## src/rtl/seg_scan_decoder.sv

```systemverilog
// rtl/seg_scan_decoder.sv - debounces a multiplexed active-low seven-segment bus and rebuilds the hex frame
// Optional: SEG_BLANK_ACCEPT_EN makes the all-off pattern a legal digit decoding to 0.
module seg_scan_decoder #(
    parameter int DIGITS        = 4,
    parameter int STABLE_CYCLES = 3,
    localparam int EW           = (DIGITS > 1) ? $clog2(DIGITS) : 1
) (
    input  logic                  clk,
    input  logic                  rst_n,
    input  logic [6:0]            seg_in,
    input  logic [DIGITS-1:0]     dig_en,
    input  logic                  ready,
    output logic [4*DIGITS-1:0]   value,
    output logic                  valid,
    output logic                  err,
    output logic [EW-1:0]         err_digit,
    output logic                  overrun
);

    localparam int CW = $clog2(STABLE_CYCLES + 1);
    localparam logic [0:0] COLLECT = 1'b0;
    localparam logic [0:0] PRESENT = 1'b1;

    logic [DIGITS+6:0]   samp;
    logic [CW-1:0]       cnt;
    logic [4*DIGITS-1:0] frame_buf;
    logic [DIGITS-1:0]   fill;
    logic [0:0]          state;

    logic [DIGITS+6:0]   in_vec;
    logic                same;
    logic                commit;
    logic                onehot;
    logic [DIGITS-1:0]   en_low;
    logic [EW-1:0]       idx;
    logic [4:0]          dec;
    logic                full;
    logic                accept;
    logic                do_write;
    logic [DIGITS-1:0]   fill_next;

    // Exact inverse of the encoder table; bit 4 flags a legal pattern.
    function automatic logic [4:0] decode(input logic [6:0] s);
        case (s)
            7'h40:   decode = 5'h10;
            7'h79:   decode = 5'h11;
            7'h24:   decode = 5'h12;
            7'h30:   decode = 5'h13;
            7'h19:   decode = 5'h14;
            7'h12:   decode = 5'h15;
            7'h02:   decode = 5'h16;
            7'h78:   decode = 5'h17;
            7'h00:   decode = 5'h18;
            7'h10:   decode = 5'h19;
            7'h08:   decode = 5'h1A;
            7'h03:   decode = 5'h1B;
            7'h46:   decode = 5'h1C;
            7'h21:   decode = 5'h1D;
            7'h06:   decode = 5'h1E;
            7'h0E:   decode = 5'h1F;
`ifdef SEG_BLANK_ACCEPT_EN
            7'h7F:   decode = 5'h10;
`endif
            default: decode = 5'h00;
        endcase
    endfunction

    assign in_vec = {dig_en, seg_in};
    assign same   = (in_vec == samp);
    // Counter saturates, so this matches only on the edge the run first reaches the threshold.
    assign commit = same && (cnt == CW'(STABLE_CYCLES - 1));
    assign en_low = ~dig_en;
    assign onehot = (en_low != '0) && ((en_low & (en_low - 1'b1)) == '0);
    assign dec    = decode(seg_in);
    assign full   = &fill;
    assign valid  = (state == PRESENT);
    assign accept = valid && ready;
    assign do_write = commit && onehot && dec[4];

    always_comb begin
        idx = '0;
        for (int i = 0; i < DIGITS; i++) begin
            if (!dig_en[i]) idx = EW'(i);
        end
    end

    always_comb begin
        fill_next = full ? '0 : fill;
        if (do_write) fill_next[idx] = 1'b1;
    end

    always_ff @(posedge clk) begin
        if (!rst_n) begin
            samp      <= '0;
            cnt       <= '0;
            frame_buf <= '0;
            fill      <= '0;
            state     <= COLLECT;
            value     <= '0;
            err       <= 1'b0;
            err_digit <= '0;
            overrun   <= 1'b0;
        end else begin
            samp <= in_vec;
            if (!same)
                cnt <= CW'(1);
            else if (cnt != CW'(STABLE_CYCLES))
                cnt <= cnt + 1'b1;

            fill <= fill_next;
            if (do_write)
                frame_buf[4*int'(idx) +: 4] <= dec[3:0];

            err <= 1'b0;
            if (commit && onehot && !dec[4]) begin
                err       <= 1'b1;
                err_digit <= idx;
            end

            // A completed frame either replaces the presented one or is dropped as overrun.
            if (full) begin
                if (!valid || ready) begin
                    value <= frame_buf;
                    state <= PRESENT;
                    if (accept) overrun <= 1'b0;
                end else begin
                    overrun <= 1'b1;
                end
            end else if (accept) begin
                state   <= COLLECT;
                overrun <= 1'b0;
            end
        end
    end

endmodule

```

## config.mk

```make
export PLATFORM = sky130hd
export DESIGN_NAME = seg_scan_decoder
export DESIGN_NICKNAME = d
export VERILOG_FILES = /design/src/rtl/seg_scan_decoder.sv
export SDC_FILE = /design/constraint.sdc
export NUM_CORES = 1
export LEC_CHECK = 0
export ABC_AREA = 1
export CORE_UTILIZATION = 55
export CTS_CLUSTER_SIZE = 12
export DETAILED_ROUTE_END_ITERATION = 8
export GPL_TIMING_DRIVEN = 0
export PLACE_DENSITY = 0.81
export SLEW_MARGIN = 20
export SYNTH_ARGS = -nofsm -noshare
export SYNTH_HDL_FRONTEND = slang
export SYNTH_SLANG_ARGS = --single-unit
```

## constraint.sdc

```tcl
create_clock -name clk -period 1.6 [get_ports clk]
set_input_delay 0.32 -clock clk [delete_from_list [all_inputs] [get_ports clk]]
set_output_delay 0.32 -clock clk [all_outputs]
set_load 0.01 [all_outputs]
```

Word level (Yosys, flattened, before mapping)
Cells that the tools add are included.

Muxes and demuxes: 18. Bitwise gates (word level): 3. Reductions and logical operators: 18. $lt $le $gt $ge: 2. Add/sub/neg operators: 3. Equal/unequal tests: 20. Shift-type cells: 2.

Operator list (number): $pmux W5 S16 (1); $neg A4 Y33 (1); $shift A4 B33 Y16 const A (1); $shiftx A4 B33 Y16 (1); $eq A7 B7 Y1 const B (4); $eq A7 B5 Y1 const B (3); $eq A7 B6 Y1 const B (3); $bwmux W16 (1); $eq A7 B2 Y1 const B (2); $eq A7 B4 Y1 const B (2); $eq A11 B11 Y1 (1); $mux W1 (11); $mux W4 (2); $eq A7 B3 Y1 const B (1); $logic_and A1 B1 Y1 (7); $logic_not A7 Y1 (1); $reduce_and A5 Y1 (1); $and A4 B4 Y4 (1); $logic_not A4 Y1 (1); $mux W2 (2); $ne A2 B1 Y1 const B (2); $not A4 Y4 (1); $or A4 B4 Y4 (1); $reduce_and A2 Y1 (2); 12 further kinds (13).

Flip-flop bits (word level): 54. Word-level logic and storage cells: 76. Input port bits: 14.

Logic depth before layout (Yosys ltp)
Word-level depth: 9. Depth in mapped cells: 13. Depth with buffers taken out: 12.

Least setup slack after synthesis
No wires, ideal clock.

Path type: input to register. From: in seg_in[0]. To: reg frame_buf[4]. Data arrival time: 1.421 ns. Buffers on the path: 1. Required time: 1.536 ns. Setup slack: 0.115 ns. Cell stages on the path: 12. Cell sequence: nor2_1 -> nand2_1 -> nor2_2 -> nor2_1 -> nand2_1 -> nor2_4 -> nand2_4 -> buf_6 -> nand3_2 -> nand2_1 -> inv_1 -> nor2_1.

Cells in the longest elaborated chain, start to end: 4. Elaborated cells between the ends (all ways): 23. Classes of those cells: eq/ne: 16; shift: 1; mux: 2; reduce/logical: 4.

Ends and longest elaborated chain: start: declaration (line 10) `input logic [6:0] seg_in,`; $eq A7 B4 Y1 (tied with other cells) (line 44) `case (s)`; $pmux W5 S16 or $logic_and A1 B1 Y1 (tied branches) (line 44, 71); $shiftx A4 B33 Y16 or $logic_and A1 B1 Y1 (tied branches) (line 112, 78); $bwmux W16 or $logic_and A1 B1 Y1 (tied branches) (line 112, 78); end signal: indexed assignment (line 112) `frame_buf[4*int'(idx) +: 4] <= dec[3:0];`; end: declaration (line 26) `logic [4*DIGITS-1:0] frame_buf;`.

Parallel ways exist; a longest one is shown, timed or not. A chain may end at the register's enable or synchronous reset.

Worst setup path after layout
From: in seg_in[6]. To: reg frame_buf[7].

The elaborated chain is that of the path after synthesis.

==> reports/qor.yml <==
slowest_delay_ns: 0.25
synth_top_cell_by_area: "dfxtp_1"
hold_viol_final: 0
yosys_warnings: 0
cp_data_required_time_ns: 1.84
final.period_utilization_pct: 97.5
worstPathArrival_ns: 1.80
io_pins: 35
clk_pin_slew_ns: 0.09
finalSetupTns_ns: 0
grt_pass1_wl_mm: 9.56
postCtsHoldBufs: 0
hold_class: "input pin to flop"
die_y_microns: 71.2
ir_worst_vdd_v: 0.000421
via_per_inst: 5.07
cp_slowest_cell: "clkdlybuf4s15_2"
cp-end-kind: "flop"
synth_top_cell_area_share_pct: 41.0
fin_ws_ns: 0.0403
skew_ns: 0.00691
htreeDepth: 2
grt_setup_unrepaired: "yes"
die-width_microns: 71.2
groute.usage.overall_pct: 23.8
path_buf_inv: 4
tightest_slew_ns: 0.494
cts_root_buf: "clkbuf_8"
finalWirelength_mm: 5.83
maxCapViolCount: 0
yosysUniqueCellTypes: 25
final_layout_size_suffix_gt1_share_pct: 23.6
cp.depth: 13
p_per_area_nw_per_um2: 735
crit_type: "input pin to flop"
syn_nets: 402
worstHoldPathCells: 3
max_slew_margin_pct: 66.9
cpMostUsedCell: "nand2_2"
fp.coreArea_sq_um: 4470
crit_chain: "clkdlybuf4s15_2, nor2_2, nand2_2, inv_2, nand3_1, nand2_2, nor2_4, nand2_4, buf_6, nand3_4, nand2_1, inv_1, nor2_1"
nNetsFinal: 455
avgRoutedWirePerCell_microns: 11.8
drc: 5
place_congestion: 0.860
grt_pass1_vias: 2234
cts_tree: "built"
yosys_register_bits: 54
start_kind: "input pin"
preCtsSetupSlack_ns: -0.762
synth.avg_cell_area_sq_um: 6.83
dieArea_sq_um: 5070
numCtsBuffers: 5
gr-total-overflow: 0
final_max_slew_viol_count: 0
grt_max_degree: 17
antenna_found_initial: 0
syn_inst: 386
utilization_pct: 74.7
r2r_cells: 10
stdcell_area_sq_um: 3340
initial_core_util_pct: 58.9
clk_latency_ns: 0.31
multi_input_area_sq_um: 1350
via_count: 2496
cts.path.max_buffers: 2
firstDrtPassIters: 7
power_mw: 2.46
status: "complete, but fails checks"
setup_violations: 0
p_leak_nw: 1.57
postRouteAntennaNets: 0
cp_top_family: "simple AND/OR/NAND/NOR gates"
clock_sinks: 54
violations: "DRC"
io_buffer_count: 34
fp-row-count: 24
period_minus_slack_ns: 1.56
crit_fanout: 10
syn_area_sq_um: 2640
seqCellArea_sq_um: 1090
seq_area_frac_synth_pct: 41.0
placedInstanceArea_sq_um: 3040
synth_area_leaders: "dfxtp_1 41%, nand2_1 15%, inv_1 9.3%"
diodes: 0
area_growth_pct: 26.8
fillCellCount: 341
fmax_ghz: 0.641
drt-initial-drc-count: 137
dp_hpwl_mm: 4.05
==> cell usage in the layout, fill, tap and decap left out, types with 2 or more instances in the layout <==
master           instances
a21oi_1                 20
buf_2                    7
buf_4                   12
clkbuf_2                 9
clkbuf_8                 7
clkdlybuf4s50_1         23
dfxtp_1                 48
dfxtp_2                  6
inv_1                   57
inv_2                   14
nand2_1                 94
nand2_2                  9
nand2_4                  2
nand3_1                  6
nand3_4                  5
nand4_1                 19
nor2_1                  41
nor2_2                  15
nor2_4                   7
o21ai_0                 18
xnor2_1                  3
xor2_1                   2
==> per-stage QoR <==
step           cells  hold WS (ns)
6_report         492         0.276
3_3_place_gp     472         0.441
5_1_grt          492         0.290
3_5_place_dp     472         0.446
2_1_floorplan    386         0.413
4_1_cts          486         0.371
==> worst paths after layout <==
check	from	to	slack, ns
setup / recovery	seg_in[6]	frame_buf[7]	0.04
hold / removal	seg_in[1]	samp[1]	0.28
setup reg to reg	cnt[1]	frame_buf[5]	0.07
hold reg to reg	frame_buf[4]	value[4]	0.46
==> area by class of cell <==
| cell class | instances | share of cell area [%] |
|---|---|---|
| Multi-Input combinational cell | 250 | 40.3 |
| Timing Repair Buffer | 46 | 11.9 |
| Tap cell | 52 | 1.95 |
| Clock buffer | 7 | 2.88 |
| Buffer | 11 | 2.17 |
| Clock inverter | 1 | 0.262 |
| Inverter | 71 | 7.97 |
| Sequential cell | 54 | 32.6 |
==> timing repair <==
| action | 4_1_cts | 5_1_grt |
|---|---|---|
| endpoints found under the setup margin | 30 | 39 |
| setup buffers | 5 | 7 |
| resized for setup | 44 | 62 |
| gates cloned | 1 | 0 |
| pin swaps | 12 | 20 |
==> cells by family (layout without fill, tap and decap cells) <==
logic type / Yosys count / after routing / share of synthesized area, %
buffers and inverters: 82 / 136 / 12.3
XOR/XNOR: 6 / 6 / 1.99
adder cells (fa/ha/maj): 2 / 2 / 0.949
AND/OR/NAND/NOR: 200 / 200 / 35.5
AO/OA/AOI/OAI: 42 / 42 / 8.21
flip-flops: 54 / 54 / 41.0
==> sequential cells by signal, summed over array words and instances (netlist names) <==
register   count
fill           4
err            1
cnt            2
samp          11
err_digit      2
frame_buf     16
value         16
valid          1
overrun        1
==> worst register-to-register path: stages, from the launching register on <==
cell,delay (ns)
dfxtp_2,0.38
ha_4,0.14
o21ai_2,0.05
a21oi_2,0.11
nand2_1,0.10
nor2_4,0.17
buf_4,0.15
buf_12,0.10
nand4_1,0.09
nand2_1,0.10
nor2_1,0.05
==> power by group <==
| part | internal [mW] | total (mW) | switching, mW |
|---|---|---|---|
| sequential | 1.36 | 1.37 | 0.00812 |
| clock | 0.397 | 0.845 | 0.447 |
| combinational | 0.0837 | 0.243 | 0.159 |
==> synth_stat cells <==
cell       count
a2111oi_0      1
a211oi_1       1
a21oi_1       21
buf_1          1
buf_2          1
buf_6          2
clkbuf_1       7
dfxtp_1       54
ha_1           2
inv_1         65
inv_2          6
nand2_1      102
nand2_2        2
nand2_4        1
nand3_1        7
nand3_2        1
nand3_4        4
nand4_1       19
nor2_1        53
nor2_2         7
nor2_4         3
nor2_8         1
o21ai_0       19
xnor2_1        4
xor2_1         2
==> layer usage <==
| layer | GRT usage, % | vias up | part of all wire, % |
|---|---|---|---|
| met5 | 0 | - | 0 |
| met4 | 11.8 | 0 | 2.6 |
| met3 | 3.38 | 19 | 4.5 |
| met2 | 40.5 | 73 | 48 |
| met1 | 29.5 | 1115 | 44 |
| li1 | - | 1289 | - |
(Power assumes the default switching activity.)
